[src/rtl/pc_update.sv]
// Next-PC and interrupt-entry stage of the single-cycle MIPS core.
// Owns the architectural PC, synchronises irq_in and holds the pending-interrupt latch.
module pc_update #(
  parameter logic [31:0] RESET_PC    = 32'h8000_0000,
  parameter logic [31:0] ILLOP_VEC   = 32'h8000_0004,
  parameter logic [31:0] XADR_VEC    = 32'h8000_0008,
  parameter int          SYNC_STAGES = 2
) (
  input  logic        clk,
  input  logic        reset,
  input  logic        irq_in,
  input  logic [2:0]  PCSrc,
  input  logic        BranchTaken,
  input  logic [31:0] ConBA,
  input  logic [25:0] JT,
  input  logic [31:0] DataBusA,
  output logic [31:0] PC,
  output logic [31:0] NewPC,
  output logic        interrupt,
  output logic        irq_pending
);

  logic [SYNC_STAGES-1:0] sync;
  logic                   irq_s;
  logic                   irq_s_d;
  logic                   irq_edge;
  logic                   take;
  logic [31:0]            pc_next;
  logic                   unused_conba_msb;

  // Kernel bit (PC[31]) is never changed by an increment or a branch.
  assign NewPC            = {PC[31], PC[30:0] + 31'd4};
  assign unused_conba_msb = ConBA[31];

  assign irq_s     = sync[SYNC_STAGES-1];
  assign irq_edge  = irq_s & ~irq_s_d;
  assign interrupt = irq_pending & ~PC[31];
  assign take      = interrupt & (PCSrc == 3'b100);

  always_comb begin
    pc_next = NewPC;
    case (PCSrc)
      3'b001:  pc_next = BranchTaken ? {PC[31], ConBA[30:0]} : NewPC;
      3'b010:  pc_next = {PC[31:28], JT, 2'b00};
      // jr may drop to user mode but can never raise the kernel bit.
      3'b011:  pc_next = {PC[31] & DataBusA[31], DataBusA[30:0]};
      3'b100:  pc_next = ILLOP_VEC;
      3'b101:  pc_next = XADR_VEC;
      default: pc_next = NewPC;
    endcase
  end

  always_ff @(posedge clk) begin
    if (!reset) begin
      PC          <= RESET_PC;
      sync        <= '0;
      irq_s_d     <= 1'b0;
      irq_pending <= 1'b0;
    end else begin
      PC          <= pc_next;
      sync        <= {sync[SYNC_STAGES-2:0], irq_in};
      irq_s_d     <= irq_s;
      // A new edge wins over a take so a request arriving during entry is kept.
      irq_pending <= irq_edge | (irq_pending & ~take);
    end
  end

endmodule

[config.mk]
export PLATFORM = sky130hd
export DESIGN_NAME = pc_update
export DESIGN_NICKNAME = d
export VERILOG_FILES = /design/src/rtl/pc_update.sv
export SDC_FILE = /design/constraint.sdc
export NUM_CORES = 1
export LEC_CHECK = 0
export CORE_MARGIN = 4
export CORE_UTILIZATION = 30
export DETAILED_ROUTE_END_ITERATION = 7
export PLACE_DENSITY = 0.82
export SETUP_SLACK_MARGIN = 0.5
export SYNTH_ARGS = -nofsm -noshare
export SYNTH_HDL_FRONTEND = slang
export SYNTH_SLANG_ARGS = --single-unit
[constraint.sdc]
create_clock -name clk -period 2.3 [get_ports clk]
set_input_delay 0.345 -clock clk [delete_from_list [all_inputs] [get_ports clk]]
set_output_delay 0.345 -clock clk [all_outputs]
set_load 0.01 [all_outputs]
==> results of run 1 <==
[routing by layer]
metal	wire length, um	vias to the layer above	track usage
met5	0	-	0
li1	-	1599	-
met2	5830	137	0.428
met4	221	0	0.0687
met3	960	18	0.0600
met1	4410	1580	0.261
[cell usage after synthesis (4+ instances only)]
library cell,count,area share
and3_1,6,0.016
o21ai_0,13,0.028
nand4_1,13,0.035
dfxtp_1,36,0.31
inv_1,6,0.0098
xor2_1,4,0.015
nor2_1,19,0.031
a22oi_1,7,0.023
nand3_1,17,0.037
clkbuf_1,16,0.026
and2_1,11,0.030
xnor2_1,22,0.084
a21oi_1,12,0.026
nand2_1,26,0.042
nor3_1,5,0.011
a222oi_1,20,0.087
a31o_2,13,0.050
[power groups by stage]
stage | registers, uW | clock network, uW | logic (uW)
after floorplan | 726 | 0 | 179
after global placement | 702 | 0 | 598
after detailed placement | 704 | 0 | 609
after CTS | 694 | 572 | 632
after global routing | 700 | 604 | 720
final | 696 | 567 | 678
[final timing paths]
path / slack (ns) / cells past startpoint / end
worst min register to register: 0.45 / 1 / sync[1]$_SDFF_PN0_
worst max register to register: 0.15 / 16 / PC[12]$_SDFF_PN0_
worst max-delay path: 0.02 / 7 / NewPC[27]
worst min-delay path: 0.45 / 1 / sync[1]$_SDFF_PN0_
[cell families (layout without fill, tap and decap cells)]
logic type | Yosys count | after routing
flip-flops | 36 | 36
adder cells (fa/ha/maj) | 1 | 1
buffers and inverters | 27 | 275
AO/OA/AOI/OAI | 81 | 81
AND/OR/NAND/NOR | 114 | 114
XOR/XNOR | 26 | 26
[registers in the layout, indices dropped and copies added (netlist names)]
register / cells
sync: 2
irq_pending: 1
irq_s_d: 1
PC: 32
[area by class of cell]
| cell class | instances | area share |
|---|---|---|
| Sequential cell | 36 | 0.140 |
| Inverter | 6 | 0.00424 |
| Timing Repair Buffer | 261 | 0.447 |
| Multi-Input combinational cell | 222 | 0.365 |
| Clock buffer | 5 | 0.0130 |
| Clock inverter | 3 | 0.00801 |
| Tap cell | 99 | 0.0233 |
[worst max-delay path, cell delays in order (launching register included)]
cell	delay [ns]
dfxtp_2	0.36
nand4_4	0.17
buf_6	0.17
nor4_4	0.24
buf_4	0.16
nand4_1	0.15
xnor2_2	0.20
buf_2	0.17
[what timing repair did]
action | in CTS | in global routing
pin swaps | 37 | 42
setup buffers | 25 | 17
gates resized for setup | 181 | 41
setup endpoints to repair | 53 | 49
[through the flow]
step / worst slack (ns) / utilization / hold WS, ns
2_1_floorplan: 0.381 / - / 0.412
3_3_place_gp: -0.135 / 0.606 / 0.414
3_5_place_dp: -0.132 / 0.606 / 0.435
4_1_cts: 0.0391 / 0.675 / 0.453
5_1_grt: -0.0796 / 0.721 / 0.483
6_report: 0.0166 / 0.721 / 0.448
==> results.yml, run 1 <==
worst_setup_path:
  path_max_fanout: 5
  crit_arrival_ns: 1.94
  end_kind: "output pin"
  crit_type: "reg -> out"
  start_kind: "flip-flop"
  r2r_start: "PC[3]$_SDFF_PN0_"
  startpoint: "PC[10]$_SDFF_PN0_"
  required_ns: 1.96
pwr:
  p_leak_uw: 0.00234
  internal_power_uw: 1390
  pwr-share-seq: 0.358
  p_sw_uw: 554
  swShare: 0.285
  power_density_nw_per_um2: 366
  power_frac_comb: 0.350
  vdd_drop_max_uv: 338
  power.total_uw: 1940
  p_clk_frac: 0.292
sta:
  hold_viol_final: 0
  slew_viol_final: 0
  skew_ns: 0.00914
  post-route-period-util: 0.993
  max_freq_ghz: 0.438
  setup_viol: 0
  rsz0062_at_grt: "yes"
  slew-limit-headroom: 0.681
  tns_ns: 0
  tightest_slew_ns: 0.478
  min_period_ns: 2.28
synth:
  syn_area_um2: 2300
  synth_top_family_by_area: "compound AO/OA/AOI/OAI gates"
  synth-xor-area-share: 0.0990
  synth-seq-cells: 36
  synthAdderAreaFrac: 0.00544
  synth_ff_type: "dfxtp_1"
  synth-simple-area-share: 0.262
  yosys_warnings: 0
  synthMuxAreaShare: 0
  synth-edff-count: 0
  synth_fp_nets: 383
  async_reset_ff_frac: 0
  ys_types: 44
  synth-compound-area-share: 0.271
  synthCells: 285
  avgSynthCellArea_um2: 8.07
  synth_seq_area_share: 0.313
drt:
  first_pass_iters: 5
  routedWlPerCell_um: 18.1
  antenna_left: 0
  vias: 3334
  vias_per_cell: 5.28
  drt_wl_total_mm: 11.4
  drc: 0
  drtIter0Drc: 171
clock_network:
  cts.sinks: 36
  cts_tree: "done"
  cts-root-buf: "clkbuf_8"
  ctsHoldBuffers: 0
  clock_latency_ns: 0.30
  numCtsBuffers: 5
  h-tree-depth: 2
  clk_pin_slew_ns: 0.08
  clockBufferDepth: 2
floorplanning:
  ios: 163
  fp.dieW_um: 95.6
  die_h_um: 95.6
  core_um2: 7370
  fp-row-count: 31
  initial_utilization: 0.312
  die_area_um2: 9130
cells_and_area:
  antenna_cells: 0
  layout-drive-gt1-share: 0.415
  layout_common_cells: "clkdlybuf4s50_1, buf_4, buf_6, dfxtp_1, buf_2"
  multi_input_area_um2: 1940
  regArea_um2: 746
  stdcell_count: 632
  final_common_cell: "clkdlybuf4s50_1"
  fin_nets: 630
  syn2layout_area_growth_pct: 131
  fillers: 530
  design_area_um2: 5310
worst_hold_path:
  hp-class: "reg -> reg"
  hp-start: "sync[0]$_SDFF_PN0_"
placement:
  gp_congestion: 0.885
  port_buffers: 161
  place_area_um2: 4470
  hpwlAfterDp_mm: 8.06
  dp_cells: 582
global_routing:
  grt_usage: 0.233
  grt_pass1_wl_mm: 16.5
  grt_antenna_before_repair: 0
  grt_pass1_vias: 3447
  grt_max_degree: 32
  grt_overflow_total: 0
status:
  status: "finished, final reports clean"
flow_run:
  cap_violations: 0
(Power assumes the default switching activity.)
==> inputs of run 2 (changes only) <==
--- a/config.mk
+++ b/config.mk
@@ -9,7 +9,9 @@
 export CORE_UTILIZATION = 30
 export DETAILED_ROUTE_END_ITERATION = 7
 export PLACE_DENSITY = 0.82
+export REMOVE_ABC_BUFFERS = 1
 export SETUP_SLACK_MARGIN = 0.5
 export SYNTH_ARGS = -nofsm -noshare
 export SYNTH_HDL_FRONTEND = slang
 export SYNTH_SLANG_ARGS = --single-unit
+export TNS_END_PERCENT = 50
==> results.yml, run 2 (synthesized netlist as in run 1, its figures left out) <==
worst_setup_path:
  end_kind: "output pin"
  crit_type: "reg -> out"
  start_kind: "flip-flop"
  reg2reg_depth: 8
  critPathMaxStageDelay_ns: 0.43
  crit_arrival_ns: 1.90
  required_ns: 1.96
  path_max_fanout: 2
  path_cells: "ha_4 -> and2_4 -> or3b_4 -> or4_4 -> nand2_2 -> buf_6"
  slowest_stage: "or4_4"
pwr:
  internal_power_uw: 1350
  power_density_nw_per_um2: 372
  vdd_drop_max_uv: 343
  p_sw_uw: 536
  power_frac_comb: 0.330
  swShare: 0.284
  p_clk_frac: 0.302
  p_leak_uw: 0.00225
  power.total_uw: 1890
  pwr-share-seq: 0.368
placement:
  gp_congestion: 0.837
  port_buffers: 161
  hpwlAfterDp_mm: 7.77
floorplanning:
  fp-row-count: 31
  initial_utilization: 0.312
  die_area_um2: 9130
  ios: 163
  core_um2: 7370
  die_h_um: 95.6
  fp.dieW_um: 95.6
clock_network:
  cts.sinks: 36
  clockBufferDepth: 2
  clock_latency_ns: 0.30
  clk_pin_slew_ns: 0.08
  h-tree-depth: 2
  cts_tree: "done"
  cts-root-buf: "clkbuf_8"
  numCtsBuffers: 5
cells_and_area:
  top_regs: "PC: 32 flops, sync: 2 flops"
  syn2layout_area_growth_pct: 121
  fin_nets: 603
  regArea_um2: 748
  multi_input_area_um2: 1930
  largest_register_ffs: 32
  layout_common_cells: "clkdlybuf4s50_1, buf_4, buf_2"
  layout-drive-gt1-share: 0.389
  antenna_cells: 0
  top_register: "PC"
  fillers: 563
  final_core_util: 0.689
  final_common_cell: "clkdlybuf4s50_1"
sta:
  hold_viol_final: 0
  timing.hold.ws_ns: 0.452
  max_freq_ghz: 0.445
  slew-limit-headroom: 0.714
  skew_ns: 0.00496
  rsz0062_at_grt: "yes"
  tightest_slew_ns: 0.428
  tns_ns: 0
  min_period_ns: 2.25
  setup_viol: 0
  slew_viol_final: 0
  post-route-period-util: 0.976
drt:
  first_pass_iters: 8
  drtIter0Drc: 212
  vias_per_cell: 5.29
  drt_wl_total_mm: 10.6
  vias: 3202
  drc: 0
  routedWlPerCell_um: 17.5
  antenna_left: 0
status:
  status: "finished, final reports clean"
global_routing:
  grt_max_degree: 23
  grt_overflow_total: 0
  grt_usage: 0.219
  grt_antenna_before_repair: 0
  grt_pass1_vias: 3273
  grt_pass1_wl_mm: 15.6
worst_hold_path:
  hp-class: "reg -> reg"
  whs_path_depth: 1
flow_run:
  cap_violations: 0
-- run 2: cell types whose count changed in the layout (fill, tap and decap cells not counted), sizes merged --
cell	change
dlygate4sd2	-2
clkdlybuf4s15	-1
clkdlybuf4s50	-3
buf	-27
dlymetal6s2s	+6
-- run 2: what timing repair did --
action | 4_1_cts | 5_1_grt
setup buffers | 12 | 14
setup endpoints to repair | 36 | 52
gates resized for setup | 136 | 97
pin swaps | 26 | 38
hold buffers | 0 | 0
-- run 2: through the flow --
step                      setup slack [ns]  cell area (um^2)  instances
final                               0.0545              5080        605
after global routing               -0.0215              5080        605
after CTS                           0.0404              4680        591
after detailed placement            -0.120              4330        571
after global placement             -0.0851              4330        571
after floorplan                     0.0583              2210        264
-- run 2: layer usage --
layer  track usage  vias to the layer above  part of all wire
met5             0                        -                 0
met3        0.0497                       28             0.079
met1         0.254                     1510              0.39
met4        0.0841                        0             0.027
li1              -                     1532                 -
met2         0.390                      132              0.50
-- run 2: worst paths after layout --
check | startpoint | to | slack, ns
worst max-delay path | PC[2]$_SDFF_PN0_ | NewPC[20] | 0.05
worst min-delay path | sync[0]$_SDFF_PN0_ | sync[1]$_SDFF_PN0_ | 0.45
worst max register to register | PC[6]$_SDFF_PN0_ | PC[21]$_SDFF_PN0_ | 0.45
worst min register to register | sync[0]$_SDFF_PN0_ | sync[1]$_SDFF_PN0_ | 0.45
-- run 2: critical path, delay by kind of cell (launching register included) --
family	cells	cell delay, ns
buffers and inverters	1	0.10
AND/OR/NAND/NOR	4	1.01
flip-flops	1	0.36
adder cells (fa/ha/maj)	1	0.14
-- run 2: layout make-up --
| class | count | area share |
|---|---|---|
| clock buffers | 5 | 0.0136 |
| clock inverters | 3 | 0.00838 |
| inverters | 6 | 0.00443 |
| multi-input cells | 222 | 0.380 |
| flip-flops and latches | 36 | 0.147 |
| well taps | 99 | 0.0244 |
| repair buffers | 234 | 0.422 |
-- run 2: power by group through the flow --
stage          clock network, uW  logic [uW]  registers [uW]
2_1_floorplan                  0         154             723
3_3_place_gp                   0         583             698
3_5_place_dp                   0         593             700
4_1_cts                      579         600             694
5_1_grt                      602         669             701
6_report                     570         624             696
